==> config.mk <==
export PLATFORM = sky130hd
export DESIGN_NAME = memory_access
export DESIGN_NICKNAME = d
export VERILOG_FILES = /design/src/rtl/memory_access.sv
export SDC_FILE = /design/constraint.sdc
export NUM_CORES = 1
export LEC_CHECK = 0
export ABC_AREA = 0
export BUFFER_PORTS_ARGS = -buffer_cell sky130_fd_sc_hd__buf_2
export CORE_AREA = 3 3 236 238
export DETAILED_ROUTE_END_ITERATION = 8
export DIE_AREA = 0 0 239 241
export GPL_ROUTABILITY_DRIVEN = 0
export HOLD_SLACK_MARGIN = 0.02
export MAX_ROUTING_LAYER = met4
export SETUP_SLACK_MARGIN = 0.15
export SYNTH_ARGS = -nofsm -noshare
export SYNTH_HDL_FRONTEND = slang
export SYNTH_SLANG_ARGS = --single-unit
==> constraint.sdc <==
create_clock -name clk -period 1.7 [get_ports clk]
set_input_delay 0.34 -clock clk [delete_from_list [all_inputs] [get_ports clk]]
set_output_delay 0.34 -clock clk [all_outputs]
set_load 0.01 [all_outputs]
==> src/rtl/memory_access.sv <==
// MEM pipeline stage: issues one data-bus transaction per load/store, extracts and
// extends load data, builds store strobes, and passes non-memory results through.
module memory_access #(
  parameter int XLEN           = 64,
  parameter bit MISALIGN_CHECK = 1'b1
) (
  input  logic            clk,
  input  logic            rst_n,
  input  logic            in_valid,
  output logic            in_ready,
  input  logic [XLEN-1:0] in_pc,
  input  logic [31:0]     in_inst,
  input  logic [XLEN-1:0] in_alu_result,
  input  logic [XLEN-1:0] in_store_data,
  input  logic [2:0]      in_funct3,
  input  logic            in_is_load,
  input  logic            in_is_store,
  input  logic [4:0]      in_rd,
  input  logic            in_rd_we,
  output logic            dreq_valid,
  output logic [XLEN-1:0] dreq_addr,
  output logic            dreq_write,
  output logic [7:0]      dreq_strobe,
  output logic [XLEN-1:0] dreq_data,
  input  logic            dresp_ok,
  input  logic [XLEN-1:0] dresp_data,
  output logic            out_valid,
  input  logic            out_ready,
  output logic [XLEN-1:0] out_pc,
  output logic [31:0]     out_inst,
  output logic [4:0]      out_rd,
  output logic            out_rd_we,
  output logic [XLEN-1:0] out_wdata,
  output logic            out_exc
);

  typedef enum logic [0:0] {IDLE = 1'b0, BUSY = 1'b1} state_e;

  function automatic logic misaligned(input logic [1:0] size, input logic [2:0] lo);
    case (size)
      2'b00:   misaligned = 1'b0;
      2'b01:   misaligned = lo[0];
      2'b10:   misaligned = |lo[1:0];
      default: misaligned = |lo;
    endcase
  endfunction

  function automatic logic [7:0] store_strobe(input logic [1:0] size, input logic [2:0] lo);
    logic [7:0] base;
    case (size)
      2'b00:   base = 8'h01;
      2'b01:   base = 8'h03;
      2'b10:   base = 8'h0F;
      default: base = 8'hFF;
    endcase
    return base << lo;
  endfunction

  function automatic logic [63:0] load_extract(input logic [2:0] f3, input logic [2:0] lo,
                                               input logic [63:0] data);
    logic [63:0] v;
    v = data >> {lo, 3'b000};
    case (f3)
      3'b000:  return {{56{v[7]}}, v[7:0]};
      3'b001:  return {{48{v[15]}}, v[15:0]};
      3'b010:  return {{32{v[31]}}, v[31:0]};
      3'b011:  return v;
      3'b100:  return {56'd0, v[7:0]};
      3'b101:  return {48'd0, v[15:0]};
      3'b110:  return {32'd0, v[31:0]};
      default: return 64'd0;
    endcase
  endfunction

  state_e            state_q, state_d;
  logic              dreq_valid_q, dreq_valid_d, dreq_write_q, dreq_write_d;
  logic [XLEN-1:0]   dreq_addr_q, dreq_addr_d, dreq_data_q, dreq_data_d;
  logic [7:0]        dreq_strobe_q, dreq_strobe_d;
  logic [XLEN-1:0]   op_pc_q, op_pc_d;
  logic [31:0]       op_inst_q, op_inst_d;
  logic [4:0]        op_rd_q, op_rd_d;
  logic              op_rd_we_q, op_rd_we_d, op_is_load_q, op_is_load_d;
  logic [2:0]        op_funct3_q, op_funct3_d;
  logic              out_valid_q, out_valid_d, out_rd_we_q, out_rd_we_d, out_exc_q, out_exc_d;
  logic [XLEN-1:0]   out_pc_q, out_pc_d, out_wdata_q, out_wdata_d;
  logic [31:0]       out_inst_q, out_inst_d;
  logic [4:0]        out_rd_q, out_rd_d;

  logic accept_s, is_mem_s, bad_f3_s, exc_s, issue_s, direct_s, done_s;

  assign in_ready = (state_q == IDLE) && (!out_valid_q || out_ready);
  assign accept_s = in_valid && in_ready;
  assign is_mem_s = in_is_load || in_is_store;
  // A load wins when both load and store flags are set.
  assign bad_f3_s = in_is_load ? (in_funct3 == 3'b111) : in_funct3[2];
  assign exc_s    = is_mem_s && (bad_f3_s ||
                    (MISALIGN_CHECK && misaligned(in_funct3[1:0], in_alu_result[2:0])));
  assign issue_s  = accept_s && is_mem_s && !exc_s;
  assign direct_s = accept_s && !issue_s;
  assign done_s   = (state_q == BUSY) && dresp_ok;

  // FSM state register
  always_ff @(posedge clk or negedge rst_n) begin
    if (!rst_n) state_q <= IDLE;
    else        state_q <= state_d;
  end

  // FSM next-state logic
  always_comb begin
    state_d = state_q;
    case (state_q)
      IDLE:    state_d = issue_s ? BUSY : IDLE;
      BUSY:    state_d = dresp_ok ? IDLE : BUSY;
      default: state_d = IDLE;
    endcase
  end

  // Next values of the bus request, latched op and output registers
  always_comb begin
    dreq_valid_d  = dreq_valid_q;
    dreq_addr_d   = dreq_addr_q;
    dreq_write_d  = dreq_write_q;
    dreq_strobe_d = dreq_strobe_q;
    dreq_data_d   = dreq_data_q;
    op_pc_d       = op_pc_q;
    op_inst_d     = op_inst_q;
    op_rd_d       = op_rd_q;
    op_rd_we_d    = op_rd_we_q;
    op_is_load_d  = op_is_load_q;
    op_funct3_d   = op_funct3_q;
    out_valid_d   = out_valid_q;
    out_pc_d      = out_pc_q;
    out_inst_d    = out_inst_q;
    out_rd_d      = out_rd_q;
    out_rd_we_d   = out_rd_we_q;
    out_wdata_d   = out_wdata_q;
    out_exc_d     = out_exc_q;
    if (issue_s) begin
      dreq_valid_d  = 1'b1;
      dreq_addr_d   = in_alu_result;
      dreq_write_d  = !in_is_load;
      dreq_strobe_d = in_is_load ? 8'h00 : store_strobe(in_funct3[1:0], in_alu_result[2:0]);
      dreq_data_d   = in_is_load ? 64'd0 : (in_store_data << {in_alu_result[2:0], 3'b000});
      op_pc_d       = in_pc;
      op_inst_d     = in_inst;
      op_rd_d       = in_rd;
      op_rd_we_d    = in_rd_we;
      op_is_load_d  = in_is_load;
      op_funct3_d   = in_funct3;
    end else if (done_s) begin
      dreq_valid_d  = 1'b0;
    end else begin
      dreq_valid_d  = dreq_valid_q;
    end
    // A completing result overrides the drain of the previous one.
    if (direct_s) begin
      out_valid_d = 1'b1;
      out_pc_d    = in_pc;
      out_inst_d  = in_inst;
      out_rd_d    = in_rd;
      out_rd_we_d = exc_s ? 1'b0 : in_rd_we;
      out_wdata_d = exc_s ? 64'd0 : in_alu_result;
      out_exc_d   = exc_s;
    end else if (done_s) begin
      out_valid_d = 1'b1;
      out_pc_d    = op_pc_q;
      out_inst_d  = op_inst_q;
      out_rd_d    = op_rd_q;
      out_rd_we_d = op_rd_we_q;
      out_wdata_d = op_is_load_q ? load_extract(op_funct3_q, dreq_addr_q[2:0], dresp_data) : 64'd0;
      out_exc_d   = 1'b0;
    end else if (out_valid_q && out_ready) begin
      out_valid_d = 1'b0;
    end else begin
      out_valid_d = out_valid_q;
    end
  end

  // Datapath registers
  always_ff @(posedge clk or negedge rst_n) begin
    if (!rst_n) begin
      dreq_valid_q  <= 1'b0;
      dreq_addr_q   <= 64'd0;
      dreq_write_q  <= 1'b0;
      dreq_strobe_q <= 8'h00;
      dreq_data_q   <= 64'd0;
      op_pc_q       <= 64'd0;
      op_inst_q     <= 32'd0;
      op_rd_q       <= 5'd0;
      op_rd_we_q    <= 1'b0;
      op_is_load_q  <= 1'b0;
      op_funct3_q   <= 3'd0;
      out_valid_q   <= 1'b0;
      out_pc_q      <= 64'd0;
      out_inst_q    <= 32'd0;
      out_rd_q      <= 5'd0;
      out_rd_we_q   <= 1'b0;
      out_wdata_q   <= 64'd0;
      out_exc_q     <= 1'b0;
    end else begin
      dreq_valid_q  <= dreq_valid_d;
      dreq_addr_q   <= dreq_addr_d;
      dreq_write_q  <= dreq_write_d;
      dreq_strobe_q <= dreq_strobe_d;
      dreq_data_q   <= dreq_data_d;
      op_pc_q       <= op_pc_d;
      op_inst_q     <= op_inst_d;
      op_rd_q       <= op_rd_d;
      op_rd_we_q    <= op_rd_we_d;
      op_is_load_q  <= op_is_load_d;
      op_funct3_q   <= op_funct3_d;
      out_valid_q   <= out_valid_d;
      out_pc_q      <= out_pc_d;
      out_inst_q    <= out_inst_d;
      out_rd_q      <= out_rd_d;
      out_rd_we_q   <= out_rd_we_d;
      out_wdata_q   <= out_wdata_d;
      out_exc_q     <= out_exc_d;
    end
  end

  assign dreq_valid  = dreq_valid_q;
  assign dreq_addr   = dreq_addr_q;
  assign dreq_write  = dreq_write_q;
  assign dreq_strobe = dreq_strobe_q;
  assign dreq_data   = dreq_data_q;
  assign out_valid   = out_valid_q;
  assign out_pc      = out_pc_q;
  assign out_inst    = out_inst_q;
  assign out_rd      = out_rd_q;
  assign out_rd_we   = out_rd_we_q;
  assign out_wdata   = out_wdata_q;
  assign out_exc     = out_exc_q;

endmodule

==> results.yml, run 1 <==
route:
  firstDrtPassIters: 7
  ant_nets: 0
  wirelength_mm: 89.8
  viasPerCell: 5.62
  vias: 20400
  drc_errors: 0
  first_iter_violations: 1495
  wl_per_cell_um: 24.8
layout:
  fin_nets: 3183
  final_common_cell: "buf_2"
  nFillCells: 3912
  register_area_mm2: 0.0103
  syn_to_final_growth_pct: 70.5
  layout_common_cells: "603 x buf_2, 409 x dfrtp_1, 290 x nand2_1"
  fin_util: 0.640
  multi_input_area_mm2: 0.0121
  drive_gt1_frac: 0.565
floorplanning:
  io_pins: 611
  die_x_um: 239
  initial_core_util: 0.375
  dieArea_mm2: 0.0576
  die_h_um: 241
  fp-row-count: 85
  fp.coreArea_mm2: 0.0538
synthesis:
  syn-cell-area_mm2: 0.0202
  synth-seq-cells: 413
  yosysUniqueCellTypes: 60
  syn_nets: 2158
  synth_async_sr_flop_share: 1.00
  syn_avg_cell_area_um2: 10.9
  synth_seq_area_share: 0.512
  ys.flop_type: "dfrtp_1"
  synth_top_family_by_area: "multiplexers"
  synth-simple-area-share: 0.129
  synth_compound_area_frac: 0.123
  synth_edf_count: 0
  syn_inst: 1854
  synth_fa_ha_area_frac: 0
  yosys.area_share.xor_xnor: 0
  yosys_warnings: 0
  synthMuxAreaShare: 0.197
run:
  cap_violations: 0
clock_network:
  cts_root_buffer: "clkbuf_16"
  path_clk_slew_ns: 0.06
  numCtsBuffers: 46
  cts_tree: "yes"
  cts_buffer_depth: 3
  insertion_delay_ns: 0.60
  clock-sinks: 413
  htree_levels: 2
power:
  ir_drop_uv: 1200
  p_per_area_mw_per_mm2: 1600
  leakage_uw: 0.0169
setup_path:
  crit_fanout: 11
  crit_path_max_incr_delay_ns: 0.57
  worst-path-buf-inv: 1
  end_kind: "register"
  start_kind: "register"
  critPathKind: "register to register"
  path_cells: "buf_12 -> mux2i_4 -> mux4_2 -> or3_4 -> nand4_1"
  crit_arrival_ns: 2.53
  critPathRequiredTime_ns: 2.22
  r2r_slack_ns: -0.31
  worst_path_max_delay_cell: "dfrtp_4"
  cp_top_family: "multiplexers"
run_status:
  status: "finished with violations"
  violations: "negative setup slack"
global_route:
  antenna_found_initial: 18
  track_usage: 0.288
  grt_pass1_wl_mm: 124
  grt_overflow: 0
  grt_pass1_vias: 20400
  grt_max_degree: 68
worst_hold_path:
  hold_class: "primary input to register"
timing:
  post-route-period-util: 1.18
  rsz0062_at_grt: "true"
  maxSlewViolCount: 0
  max_slew_margin: 0.552
  fin_worst_skew_ns: 0.0219
  fin_crit_ns: 2.01
  worst_slew_pin_slew_ns: 0.672
  worst_slack_ns: -0.308
  holdWs_ns: 0.0441
  setup_violations: 399
  fmax_mhz: 498
  finalHoldViolCount: 0
place:
  port_buffers: 610
  hpwlAfterDp_mm: 58.1
## registers in the layout, summed over array words and instances, names as in the netlist
signal and count:
dreq_write 1, out_rd 5, out_rd_we 1, op_rd_we_q 1, dreq_addr 64, out_exc 1
op_rd_q 5, out_valid 1, op_pc_q 64, op_inst_q 32, state_q 1, out_inst 32
dreq_strobe 8, op_is_load_q 1, out_wdata 64, op_funct3_q 3, dreq_valid 1, out_pc 64
dreq_data 64
## metal layers
metal | share of wire | wire length, um | track usage | vias to the layer above
li1 | - | - | - | 8805
met1 | 0.40 | 36000 | 0.366 | 10300
met2 | 0.48 | 43300 | 0.465 | 1030
met3 | 0.076 | 6800 | 0.0531 | 229
met4 | 0.041 | 3690 | 0.0997 | 0
met5 | 0 | 0 | - | -
## power by group
group	switching, uW	total, uW	internal [uW]	leakage (uW)
sequential	3210	17600	14400	0.00512
combinational	12900	26900	14000	0.0110
clock	4290	10400	6110	0.000758
## cell families after synthesis
logic type,after synthesis
compound gates,356
flops,413
simple gates,605
buf+inv,155
mux,325
## area by class of cell
class | instances | share of cell area
flip-flops and latches | 413 | 0.300
repair buffers | 1127 | 0.276
diodes | 18 | 0.00131
clock inverters | 13 | 0.00614
multi-input cells | 1288 | 0.352
well taps | 696 | 0.0253
inverters | 3 | 0.000327
clock buffers | 68 | 0.0390
## cell usage after synthesis (3+ instances only)
cell type | n | share of area
nand3_1 | 30 | 0.0074
a21oi_1 | 25 | 0.0062
o22ai_1 | 15 | 0.0046
nor2_1 | 129 | 0.024
o21a_1 | 4 | 0.0015
dfrtp_1 | 413 | 0.51
mux2_2 | 92 | 0.051
nor2b_1 | 14 | 0.0043
nand2_1 | 355 | 0.066
inv_1 | 3 | 0.00056
a211o_1 | 16 | 0.0069
a2bb2oi_1 | 14 | 0.0061
a222oi_1 | 8 | 0.0040
a31o_2 | 16 | 0.0069
o21ai_0 | 57 | 0.014
and2_1 | 14 | 0.0043
buf_4 | 25 | 0.0093
o31ai_1 | 47 | 0.017
mux2_1 | 100 | 0.056
buf_6 | 3 | 0.0017
nand2b_1 | 12 | 0.0037
or3_1 | 7 | 0.0022
a31oi_1 | 78 | 0.024
a22oi_1 | 41 | 0.015
a221oi_1 | 9 | 0.0039
buf_1 | 9 | 0.0017
mux4_2 | 38 | 0.042
and2_0 | 6 | 0.0019
buf_8 | 3 | 0.0022
a211oi_1 | 10 | 0.0037
nand4_1 | 18 | 0.0056
mux2i_1 | 94 | 0.047
nor3_1 | 3 | 0.00074
buf_2 | 58 | 0.014
clkbuf_1 | 53 | 0.0099
## metrics by stage
| step | cells | instance area, um2 | setup WS, ns | total power, uW | setup TNS (ns) |
|---|---|---|---|---|---|
| after detailed placement | 3272 | 26600 | -0.397 | 37800 | -127.90 |
| after global routing | 3625 | 34400 | -0.337 | 57200 | -79.51 |
| after floorplan | 1854 | 20900 | -0.172 | 28200 | -33.86 |
| final | 3626 | 34400 | -0.308 | 54900 | -56.18 |
| after CTS | 3569 | 32100 | -0.266 | 51300 | -47.85 |
| after global placement | 3272 | 26600 | -0.388 | 37300 | -122.45 |
## repair_timing
action                                 4_1_cts  5_1_grt
endpoints found under the hold margin      438        0
resized for setup                          328      369
hold buffers                               148        0
buffers inserted                            40       17
cloned                                      28       22
pin swaps                                   70       52
setup endpoints to repair                  417      423
## worst paths after layout
| check | start | end | cells past startpoint |
|---|---|---|---|
| worst max-delay path | dreq_addr[1] | out_wdata[9] | 5 |
| worst min-delay path | in_alu_result[44] | dreq_addr[44] | 2 |
| worst max register to register | dreq_addr[1] | out_wdata[9] | 5 |
| worst min register to register | out_inst[17] | out_inst[17] | 2 |
| max in group asynchronous | rst_n | dreq_addr[23] | 4 |
| min in group asynchronous | rst_n | op_pc_q[12] | 2 |
(Power assumes the default switching activity.)
==> run 2, diff against run 1 <==
Settings changed: RECOVER_POWER from default to 50.
==> run 2 against run 1 <==
Effect of this change: the run still ends with negative setup slack left; via count down 0.16%; worst setup slack improved by 0.0081 ns; sequential cell count unchanged; non-clock buffer count stayed put; critical endpoint unchanged; largest cell class unchanged.
==> results.yml, run 2 (synthesized netlist as in run 1, its figures left out) <==
layout:
  layout_common_cells: "603 x buf_2, 409 x dfrtp_1, 290 x nand2_1"
  fin_nets: 3183
  fin_util: 0.638
  final_common_cell: "buf_2"
  syn_to_final_growth_pct: 70.2
  drive_gt1_frac: 0.564
setup_path:
  end_kind: "register"
  start_kind: "register"
  critPathRequiredTime_ns: 2.22
  path_cells: "buf_12 -> mux2i_4 -> mux4_2 -> or3_4 -> nand4_1"
  crit_arrival_ns: 2.52
  reg2reg_from: "dreq_addr[1]"
  worst_path_max_delay_cell: "dfrtp_4"
  cp_top_family: "multiplexers"
  critPathKind: "register to register"
  crit_path_max_incr_delay_ns: 0.57
  crit_fanout: 11
  r2r_slack_ns: -0.30
  reg2reg_to: "out_wdata[9]"
  ff2ff_path_depth: 5
  worst-path-buf-inv: 1
worst_hold_path:
  hold_start: "in_store_data[7]"
  hold_depth: 3
  hold_class: "primary input to register"
  hold-path-endpoint: "dreq_data[7]"
clock_network:
  clock-sinks: 413
  htree_levels: 2
  insertion_delay_ns: 0.60
  cts_root_buffer: "clkbuf_16"
  cts_buffer_depth: 3
  cts_tree: "yes"
  numCtsBuffers: 46
  path_clk_slew_ns: 0.07
timing:
  worst_slack_ns: -0.299
  worst_slew_pin_slew_ns: 0.881
  fin_worst_skew_ns: 0.0214
  fin_crit_ns: 2.00
  setup_violations: 397
  finalHoldViolCount: 0
  rsz0062_at_grt: "true"
  holdWs_ns: 0.0378
  fmax_mhz: 500
  max_slew_margin: 0.412
  post-route-period-util: 1.18
  maxSlewViolCount: 0
power:
  p_seq_frac: 0.320
  pwr-share-comb: 0.490
  p_int_uw: 34500
  pwr-share-clk: 0.189
  ir_drop_uv: 1190
  swShare: 0.372
  p_per_area_mw_per_mm2: 1600
  power.switching_uw: 20400
  leakage_uw: 0.0168
global_route:
  antenna_found_initial: 18
  grt_pass1_wl_mm: 124
  grt_pass1_vias: 20400
  grt_overflow: 0
  track_usage: 0.288
  grt_max_degree: 68
route:
  ant_nets: 0
  viasPerCell: 5.61
  wirelength_mm: 89.8
  drc_errors: 0
  vias: 20300
  first_iter_violations: 1489
  wl_per_cell_um: 24.8
  firstDrtPassIters: 8
place:
  hpwlAfterDp_mm: 58.1
  port_buffers: 610
run_status:
  status: "finished with violations"
  violations: "negative setup slack"
floorplanning:
  die_h_um: 241
  io_pins: 611
  dieArea_mm2: 0.0576
  fp-row-count: 85
  fp.coreArea_mm2: 0.0538
  die_x_um: 239
  initial_core_util: 0.375
run:
  cap_violations: 0
==> run 2: changes by cell type in the layout (fill, tap and decap cells not counted) <==
cell      previous run  this run
buf_12              75        71
buf_4              192       188
buf_6               35        36
buf_8               27        26
clkbuf_1            11        12
clkbuf_2             0         4
clkbuf_4             0         3
==> run 2: per-stage QoR <==
stage | total power (uW) | setup TNS, ns | std cells | setup WS (ns) | instance area, um2
after detailed placement | 37800 | -127.90 | 3272 | -0.397 | 26600
after floorplan | 28200 | -33.86 | 1854 | -0.172 | 20900
after CTS | 51300 | -47.85 | 3569 | -0.266 | 32100
final | 54900 | -56.45 | 3626 | -0.299 | 34400
after global placement | 37300 | -122.45 | 3272 | -0.388 | 26600
after global routing | 57200 | -94.35 | 3625 | -0.337 | 34400
==> run 2: worst min-delay path: stages <==
cell	delay, ns
buf_2	0.13
nand2_1	0.07
o21ai_1	0.06
==> run 2: routing by layer <==
layer,part of all wire,up-vias,GRT usage
met1,0.39,10300,0.366
met4,0.039,0,0.0997
met3,0.082,213,0.0531
met2,0.48,1061,0.465
li1,-,8788,-
met5,0,-,-
==> run 2: worst max path at each step <==
| stage | startpoint | endpoint | slack (ns) | cells after the start |
|---|---|---|---|---|
| 3_5_place_dp | dreq_addr[1] | out_wdata[40] | -0.40 | 7 |
| 3_3_place_gp | in_alu_result[0] | out_wdata[7] | -0.39 | 9 |
| 5_1_grt | dreq_addr[1] | out_wdata[9] | -0.34 | 5 |
| 2_1_floorplan | dreq_addr[1] | out_wdata[46] | -0.17 | 8 |
| 4_1_cts | dreq_addr[1] | out_wdata[13] | -0.27 | 5 |
| 6_report | dreq_addr[1] | out_wdata[9] | -0.30 | 5 |
==> run 2: layout make-up <==
cell class / instances / area, um2
clock buffer: 68 / 1340
timing repair buffer: 1127 / 9430
antenna: 18 / 45.0
tap: 696 / 871
multi-input combinational: 1288 / 12100
fill: 3922 / 19500
clock inverter: 13 / 211
sequential: 413 / 10300
inverter: 3 / 11.3
==> run 2: repair_timing <==
| action | in CTS | in global routing |
|---|---|---|
| pin swaps | 70 | 52 |
| setup endpoints to repair | 417 | 423 |
| hold buffers | 148 | 0 |
| gates resized for setup | 328 | 369 |
| setup buffers | 40 | 17 |
| hold endpoints to repair | 438 | 0 |
| cloned | 28 | 22 |
==> run 2: power by group through the flow <==
stage / clock [uW] / sequential, uW / combinational (uW)
floorplan: 0 / 18100 / 10100
global route: 11000 / 18000 / 28300
detailed placement: 0 / 17200 / 20700
finish: 10400 / 17600 / 26900
global placement: 0 / 17000 / 20300
CTS: 10500 / 17200 / 23600
